--- src/rtl/display_scan_ctrl.sv ---
// Round-robin scanner for an 8-digit common-anode 7-segment display.
// Latches one frame of inputs at digit 0, with per-slot blanking and 3-bit PWM dimming.
module display_scan_ctrl #(
  parameter int unsigned TICKS_PER_DIGIT = 100000,
  parameter int unsigned BLANK_TICKS     = 8,
  parameter int unsigned N_DIGITS        = 8
) (
  input  logic        clock,
  input  logic        reset,
  input  logic [31:0] value,
  input  logic [7:0]  digit_en,
  input  logic [7:0]  dp,
  input  logic [2:0]  brightness,
  output logic [6:0]  segments,
  output logic        dp_n,
  output logic [7:0]  anodos,
  output logic        frame_start
);

  localparam int unsigned CW = $clog2(TICKS_PER_DIGIT);
  localparam int unsigned IW = $clog2(N_DIGITS);
  localparam int unsigned D  = TICKS_PER_DIGIT - BLANK_TICKS;

  localparam logic [CW-1:0] LAST_TICK  = CW'(TICKS_PER_DIGIT - 1);
  localparam logic [CW-1:0] LAST_BLANK = CW'(BLANK_TICKS - 1);
  localparam logic [CW-1:0] BLANK_W    = CW'(BLANK_TICKS);
  localparam logic [IW-1:0] LAST_IDX   = IW'(N_DIGITS - 1);
  localparam logic [CW+2:0] D_W        = (CW+3)'(D);

  typedef enum logic [1:0] {RST_IDLE, BLANK, DRIVE} state_t;

  state_t          state, state_n;
  logic [IW-1:0]   idx, idx_n;
  logic [CW-1:0]   cnt, cnt_n;
  logic            latch;

  logic [31:0]     value_sh;
  logic [7:0]      en_sh;
  logic [7:0]      dp_sh;
  logic [2:0]      bright_sh;

  logic [CW+2:0]   on_len;
  logic [CW-1:0]   pos;
  logic [7:0]      anodos_n;
  logic [6:0]      segments_n;
  logic            dp_n_n;

  function automatic logic [6:0] hex7(input logic [3:0] h);
    logic [6:0] s;
    case (h)
      4'h0: s = 7'b0000001;
      4'h1: s = 7'b1001111;
      4'h2: s = 7'b0010010;
      4'h3: s = 7'b0000110;
      4'h4: s = 7'b1001100;
      4'h5: s = 7'b0100100;
      4'h6: s = 7'b0100000;
      4'h7: s = 7'b0001111;
      4'h8: s = 7'b0000000;
      4'h9: s = 7'b0000100;
      4'hA: s = 7'b0001000;
      4'hB: s = 7'b1100000;
      4'hC: s = 7'b0110001;
      4'hD: s = 7'b1000010;
      4'hE: s = 7'b0110000;
      default: s = 7'b0111000;
    endcase
    return s;
  endfunction

  // cnt runs across the whole slot (blank + drive), so the drive position is cnt - BLANK_TICKS
  always_comb begin
    state_n = state;
    idx_n   = idx;
    cnt_n   = cnt + 1'b1;
    latch   = 1'b0;
    unique case (state)
      RST_IDLE: begin
        state_n = BLANK;
        idx_n   = '0;
        cnt_n   = '0;
        latch   = 1'b1;
      end
      BLANK: begin
        if (cnt == LAST_BLANK) state_n = DRIVE;
      end
      DRIVE: begin
        if (cnt == LAST_TICK) begin
          state_n = BLANK;
          cnt_n   = '0;
          latch   = (idx == LAST_IDX);
          idx_n   = (idx == LAST_IDX) ? '0 : idx + 1'b1;
        end
      end
      default: state_n = RST_IDLE;
    endcase
  end

  // Outputs are decoded from the next state so they land on the same edge as the counters
  always_comb begin
    on_len     = (((CW+3)'(bright_sh) + (CW+3)'(1)) * D_W) >> 3;
    pos        = cnt_n - BLANK_W;
    anodos_n   = '1;
    segments_n = '1;
    dp_n_n     = 1'b1;
    if ((state_n == DRIVE) && en_sh[idx_n] && ((CW+3)'(pos) < on_len)) begin
      anodos_n   = ~(8'b1 << idx_n);
      segments_n = hex7(value_sh[{idx_n, 2'b00} +: 4]);
      dp_n_n     = ~dp_sh[idx_n];
    end
  end

  always_ff @(posedge clock or negedge reset) begin
    if (!reset) begin
      state       <= RST_IDLE;
      idx         <= '0;
      cnt         <= '0;
      value_sh    <= '0;
      en_sh       <= '0;
      dp_sh       <= '0;
      bright_sh   <= '0;
      anodos      <= '1;
      segments    <= '1;
      dp_n        <= 1'b1;
      frame_start <= 1'b0;
    end else begin
      state       <= state_n;
      idx         <= idx_n;
      cnt         <= cnt_n;
      anodos      <= anodos_n;
      segments    <= segments_n;
      dp_n        <= dp_n_n;
      frame_start <= latch;
      if (latch) begin
        value_sh  <= value;
        en_sh     <= digit_en;
        dp_sh     <= dp;
        bright_sh <= brightness;
      end
    end
  end

endmodule

--- config.mk ---
export PLATFORM = sky130hd
export DESIGN_NAME = display_scan_ctrl
export DESIGN_NICKNAME = d
export VERILOG_FILES = /design/src/rtl/display_scan_ctrl.sv
export SDC_FILE = /design/constraint.sdc
export NUM_CORES = 1
export LEC_CHECK = 0
export BUFFER_PORTS_ARGS = -buffer_cell sky130_fd_sc_hd__buf_4
export CORE_MARGIN = 2
export CORE_UTILIZATION = 50
export DETAILED_ROUTE_END_ITERATION = 6
export GPL_ROUTABILITY_DRIVEN = 0
export PLACE_DENSITY_LB_ADDON = 0.3
export SYNTH_ARGS = -nofsm -noshare
export SYNTH_HDL_FRONTEND = slang
export SYNTH_SLANG_ARGS = --single-unit
export TNS_END_PERCENT = 10
--- constraint.sdc ---
create_clock -name clock -period 10.96 [get_ports clock]
set_clock_uncertainty 0.1 [all_clocks]
set_input_delay 1.096 -clock clock [delete_from_list [all_inputs] [get_ports clock]]
set_output_delay 1.096 -clock clock [all_outputs]
set_load 0.05 [all_outputs]
==> impl_metrics.yaml, run 1 <==
outcome:
  status: "finished, final reports clean"
global_routing:
  grt_max_degree: 65
  grt_first_pass_wirelength_microns: 19200
  grt_overflow: 0
  first_global_vias: 4046
  antenna_found_initial: 0
  grtUsageTotal: 0.210
worst_hold_path:
  holdCritPathClass: "flip-flop to flip-flop"
  worstHoldPathCells: 1
  hp-start: "en_sh[4]"
  whs_endpoint: "en_sh[4]"
pwr:
  power_density_nw_per_um2: 114
  ir_drop_mv: 0.0757
  power.leakage_uw: 0.00287
floorplanning:
  fp.coreArea_sq_um: 10400
  io_pins: 70
  die_x_microns: 108
  start_util: 0.519
  die_area_sq_um: 11600
  row_count: 37
  die_h_microns: 108
finish:
  postLayoutCoreUtil: 0.601
  stdcell_count: 705
  syn_to_final_growth_pct: 15.8
  n_antenna_cell: 0
  drive_gt1_frac: 0.304
  fill_cells: 897
  fin_nets: 661
placement:
  hpwl_microns: 8430
  io_buffer_count: 69
  placed_cells: 689
setup_path:
  crit_fanout: 18
  critical_path.cell_chain: "ha_1 > and4_4 > nand4_4 > o21ai_2 > nor2b_1 > or2_2 > ha_1 > o21ai_0 > or3_1 > or3_1 > nor4_2 > xnor2_1 > ha_1 > a21o_1 > a21oi_1 > nand4_1 > a21oi_1 > o21ai_1 > or4_1"
  required_ns: 11.13
  worst_r2r_path_depth: 19
  cp-start-kind: "flip-flop"
  cpLargestDelayFamily: "simple AND/OR/NAND/NOR gates"
  r2r_end: "anodos[7]"
  regToRegSetupSlack_ns: 5.13
  arrival_ns: 6.00
  cpPeakStageDelay_ns: 0.86
  end_kind: "flip-flop"
  critPathKind: "flip-flop to flip-flop"
  cp_common_cell: "ha_1"
  crit_buf_inv: 0
  slowest_stage: "nor2b_1"
  r2r_start: "cnt[0]"
sta:
  min_period_ns: 5.83
  period_share: 0.532
  tightest_slew_ns: 1.05
  hold_violations: 0
  finalSetupViolCount: 0
  fmax_mhz: 172
  fin_setup_tns_ns: 0
  drv_slew: 0
  grt_setup_unrepaired: "false"
  slew_headroom: 0.297
detailed_routing:
  drc: 0
  ant_nets: 0
  vias_per_cell: 5.49
  dr_total_vias: 3868
  dr.pass1.iters: 4
  wl_microns: 11400
  drt-wirelength-per-cell_microns: 16.1
  drt-initial-drc-count: 202
synth:
  yosysSeqAreaShare: 0.422
  syn_nets: 596
  synth_area_leaders: "dfrtp_1, mux2_2, ha_1"
  synth_top_area_share: 0.344
  synth_mux_area_frac: 0.159
  syn_area_sq_um: 5380
  yosysTopAreaCell: "dfrtp_1"
  yosys_warnings: 0
  synth-seq-cells: 90
  synthAdderAreaFrac: 0.102
  synth_edf_count: 0
  synth_most_common_cell: "dfrtp_1"
  synthCells: 499
  ys_top_cells_by_count: "dfrtp_1, mux2_2, ha_1, nand2_1, nor2_1"
  synth.avg_cell_area_sq_um: 10.8
  synthArstFlopShare: 1.00
  ys_types: 59
  synth_top_family_by_area: "multiplexers"
  synthFlopType: "dfrtp_1"
  synth-compound-area-share: 0.0814
  synth-simple-area-share: 0.142
  synthXorXnorAreaFrac: 0.0635
clock_network:
  cts_setup_buffers: 0
  clock_latency_ns: 0.37
  cts_max_level: 3
  cts_root_buffer: "clkbuf_8"
  cts_tree: "done"
  clk_path_buf_depth: 2
  cts_hold_buf: 0
  cts-buffers-inserted: 9
  path_clk_slew_ns: 0.10
  cts-resized-gates: 0
  cts.sinks: 90
flow_run:
  drv_cap: 0
worst max path at each step:
stage | endpoint | slack (ns) | startpoint | cells past startpoint
after detailed placement | anodos[7] | 5.20 | cnt[0] | 19
after floorplan | anodos[0] | 6.07 | bright_sh[0] | 24
after CTS | anodos[7] | 5.13 | cnt[0] | 20
after global routing | anodos[7] | 4.70 | cnt[0] | 19
final | anodos[7] | 5.13 | cnt[0] | 19
after global placement | anodos[6] | 5.36 | cnt[0] | 20
area by class of cell:
type	count	area, sq um	area share
multi-input cells	373	2960	0.476
clock buffers	9	124	0.0199
inverters	19	73.8	0.0118
repair buffers	71	533	0.0855
clock inverters	7	95.1	0.0153
flip-flops and latches	90	2270	0.365
well taps	136	170	0.0273
registers in the layout, indices dropped and copies added, names as in the netlist, 2 cells and up:
name / cells
dp_sh: 8
state: 2
segments: 7
bright_sh: 3
anodos: 8
cnt: 17
idx: 3
value_sh: 32
en_sh: 8
power by group:
part | switching [uW] | internal, uW
combinational | 59.1 | 52.8
sequential | 6.74 | 346
clock | 134 | 112
metrics by stage:
step	total power, uW	hold slack, ns	worst slack (ns)	area (sq um)
after floorplan	430	0.361	6.07	5380
after global placement	467	0.389	5.36	6010
after detailed placement	471	0.395	5.20	6010
after CTS	719	0.418	5.13	6230
after global routing	748	0.429	4.70	6230
final	711	0.413	5.13	6230
worst register-to-register path: stages, from the launching register on:
cell     delay [ns]
dfrtp_1        0.40
ha_1           0.29
and4_4         0.29
nand4_4        0.13
o21ai_2        0.19
nor2b_1        0.86
or2_2          0.29
ha_1           0.18
o21ai_0        0.11
or3_1          0.48
or3_1          0.42
nor4_2         0.20
xnor2_1        0.16
ha_1           0.26
a21o_1         0.17
a21oi_1        0.14
nand4_1        0.10
a21oi_1        0.13
o21ai_1        0.31
or4_1          0.53
routing by layer:
metal	GRT usage	wire length (microns)	up-vias
met3	0.0484	437	13
met2	0.356	5780	65
met1	0.267	4980	1880
met5	0	0	-
met4	0.0659	153	0
li1	-	-	1910
cells in the final DEF (no fill, tap or decap), drive strengths merged, types with 12 or more instances in the layout:
cell and n:
xnor2 18, nor2 35, dfrtp 74, buf 71, ha 44, mux2i 23
o21ai 22, nand4 14, dfstp 16, a21oi 12, nand2 40, mux2 55
inv 22, xor2 21
cells by family after synthesis:
kind of cell    after synthesis
simple gates                145
compound gates               67
xor+xnor                     39
buf+inv                      36
mux                          78
fa+ha+maj                    44
flops                        90
Note: power is estimated with default switching activity, not from simulation.
==> run 2, diff against run 1 <==
Settings changed: ABC_AREA set to 1.
Clock period 10.96 ns to 5.5 ns, I/O delays scaled along.
==> run 2 against run 1 <==
The flow now finishes with violations (design-rule violations). First-iteration DRC count grew 24%. Final cell count grew 40%. Cell area grew 9.7%. Sequential cell count is the same. Highest routed layer unchanged. Combinational power grew 99%. Worst setup slack lost 4.4 ns.
==> impl_metrics.yaml, run 2 <==
outcome:
  status: "finished with violations"
  violations: "design-rule violations"
clock_network:
  clk_path_buf_depth: 2
  cts-buffers-inserted: 9
  clock_latency_ns: 0.33
  cts_tree: "done"
  path_clk_slew_ns: 0.07
  cts_setup_buffers: 0
  cts.sinks: 90
  cts_max_level: 3
  cts_root_buffer: "clkbuf_16"
sta:
  min_period_ns: 4.72
  finalSetupViolCount: 0
  grt_setup_unrepaired: "false"
  fin_setup_tns_ns: 0
  tightest_slew_ns: 1.09
  drv_slew: 0
  slew_headroom: 0.273
  hold_violations: 0
  period_share: 0.858
  fmax_mhz: 212
detailed_routing:
  wl_microns: 13400
  ant_nets: 0
  dr.pass1.iters: 7
  vias_per_cell: 5.15
  drc: 4
  drt-wirelength-per-cell_microns: 13.6
  dr_total_vias: 5093
  drt-initial-drc-count: 250
synth:
  synth_top_area_share: 0.311
  synthAdderAreaFrac: 0.0926
  synthCells: 777
  synth_edf_count: 0
  synthXorXnorAreaFrac: 0.0486
  syn_nets: 874
  synthArstFlopShare: 1.00
  yosysTopAreaCell: "dfrtp_1"
  yosysSeqAreaShare: 0.382
  ys_types: 42
  synth.avg_cell_area_sq_um: 7.65
  synth-simple-area-share: 0.360
  synth-compound-area-share: 0.0471
  ys_top_cells_by_count: "nand2_1, dfrtp_1, inv_1, nand3_1, ha_1"
  synth_area_leaders: "dfrtp_1, nand2_1, ha_1"
  synthFlopType: "dfrtp_1"
  synth-seq-cells: 90
  yosys_warnings: 0
  synth_top_family_by_area: "simple AND/OR/NAND/NOR gates"
  synth_mux_area_frac: 0
  synth_most_common_cell: "nand2_1"
  syn_area_sq_um: 5950
setup_path:
  arrival_ns: 4.89
  end_kind: "flip-flop"
  critPathKind: "flip-flop to flip-flop"
  required_ns: 5.67
  regToRegSetupSlack_ns: 0.78
  worst_r2r_path_depth: 27
  cp-start-kind: "flip-flop"
  crit_fanout: 8
floorplanning:
  io_pins: 70
  die_area_sq_um: 12800
  fp.coreArea_sq_um: 11500
  row_count: 39
  die_x_microns: 113
  die_h_microns: 113
  start_util: 0.516
flow_run:
  drv_cap: 0
pwr:
  combPwrFrac: 0.148
  clock_power_share: 0.385
  internal-power_uw: 1100
  seqPwrFrac: 0.467
  swShare: 0.268
  p_total_uw: 1500
  ir_drop_mv: 0.149
  power_density_nw_per_um2: 220
  power.leakage_uw: 0.00362
  p_switching_uw: 403
finish:
  n_antenna_cell: 0
  final_common_cell: "nand2_1"
  largest_reg_flops: 32
  layout.area.seq_sq_um: 2270
  fill_cells: 1035
  fin_nets: 938
  final_cell_mix: "nand2_1, dfrtp_1, buf_4"
  syn_to_final_growth_pct: 14.9
  stdcell_count: 989
  top_register: "value_sh"
  design_area_sq_um: 6830
  reg_top3: "value_sh x32, cnt x17"
  drive_gt1_frac: 0.204
  multi_input_area_sq_um: 3270
global_routing:
  grt_overflow: 0
  antenna_found_initial: 0
  grt_first_pass_wirelength_microns: 23300
  grtUsageTotal: 0.224
  first_global_vias: 5021
  grt_max_degree: 88
worst_hold_path:
  worstHoldPathCells: 3
  holdCritPathClass: "input pin to flip-flop"
placement:
  hpwl_microns: 9880
  io_buffer_count: 69
  postPlaceCellArea_sq_um: 6540
  placed_cells: 972
-- run 2: cell types whose count changed in the layout (fill, tap and decap cells not counted), moves of 10 or more --
cell     before  now
inv_1        16   67
mux2i_1      23    0
xnor2_1      18    3
nand2_1      40  299
a21o_1       10    0
mux2_2       53    0
nor2_2        1   12
nand3_1      11   50
nand2_2       0   21
-- run 2: final timing paths --
path / from / endpoint
max reg2reg: bright_sh[0] / segments[6]
min: value[31] / value_sh[31]
min reg2reg: en_sh[7] / en_sh[7]
min in group asynchronous: reset / cnt[5]
max in group asynchronous: reset / value_sh[24]
max: bright_sh[0] / segments[6]
-- run 2: repair_timing --
action                    CTS  global route
hold endpoints to repair    3             0
hold buffers                1             0
gates resized for setup     0             0
-- run 2: power groups by stage --
stage	logic (uW)	clock network, uW	registers [uW]
after floorplan	123	0	728
after global placement	213	0	713
after detailed placement	222	0	714
after CTS	225	590	702
after global routing	256	619	704
final	223	579	702
-- run 2: final cells by class --
class / instances / share of cell area
clock buffers: 11 / 0.0355
clock inverters: 5 / 0.00568
inverters: 77 / 0.0427
multi-input cells: 591 / 0.478
flip-flops and latches: 90 / 0.333
well taps: 143 / 0.0262
repair buffers: 72 / 0.0795
-- run 2: through the flow --
stage	setup slack (ns)	hold slack, ns	utilization
after detailed placement	0.880	0.246	0.568
after CTS	0.846	0.304	0.593
after floorplan	1.38	0.154	-
final	0.782	0.310	0.593
after global routing	0.376	0.307	0.593
after global placement	1.07	0.246	0.568
-- run 2: per-layer routing --
metal / track usage / wire length (microns)
met4: 0.0862 / 294
met5: 0 / 0
met3: 0.0252 / 559
met2: 0.352 / 6200
met1: 0.320 / 6360
-- run 2: cells by family after synthesis --
logic type / count (synthesis)
AND/OR/NAND/NOR: 467
buffers and inverters: 96
flip-flops: 90
AO/OA/AOI/OAI: 47
adder cells (fa/ha/maj): 44
XOR/XNOR: 33
-- run 2: worst max-delay path, cell delays in order (launching register included) --
cell and delay [ns]:
dfrtp_1 0.44, ha_1 0.24, inv_1 0.05, nand2_1 0.04, nand2_1 0.14, inv_1 0.08, ha_1 0.21, ha_1 0.20
or2_2 0.28, ha_1 0.34, a21oi_1 0.23, nand2_1 0.10, nand4_1 0.10, nand2_1 0.09, a21boi_0 0.30, nor3_1 0.13
nand3b_1 0.11, nand2_1 0.06, xor2_1 0.15, ha_1 0.27, nand2_1 0.08, nor2_1 0.05, a211oi_1 0.16, nand2_1 0.07
a21oi_1 0.26, nand2_4 0.17, nor2_2 0.15, nand2_1 0.07
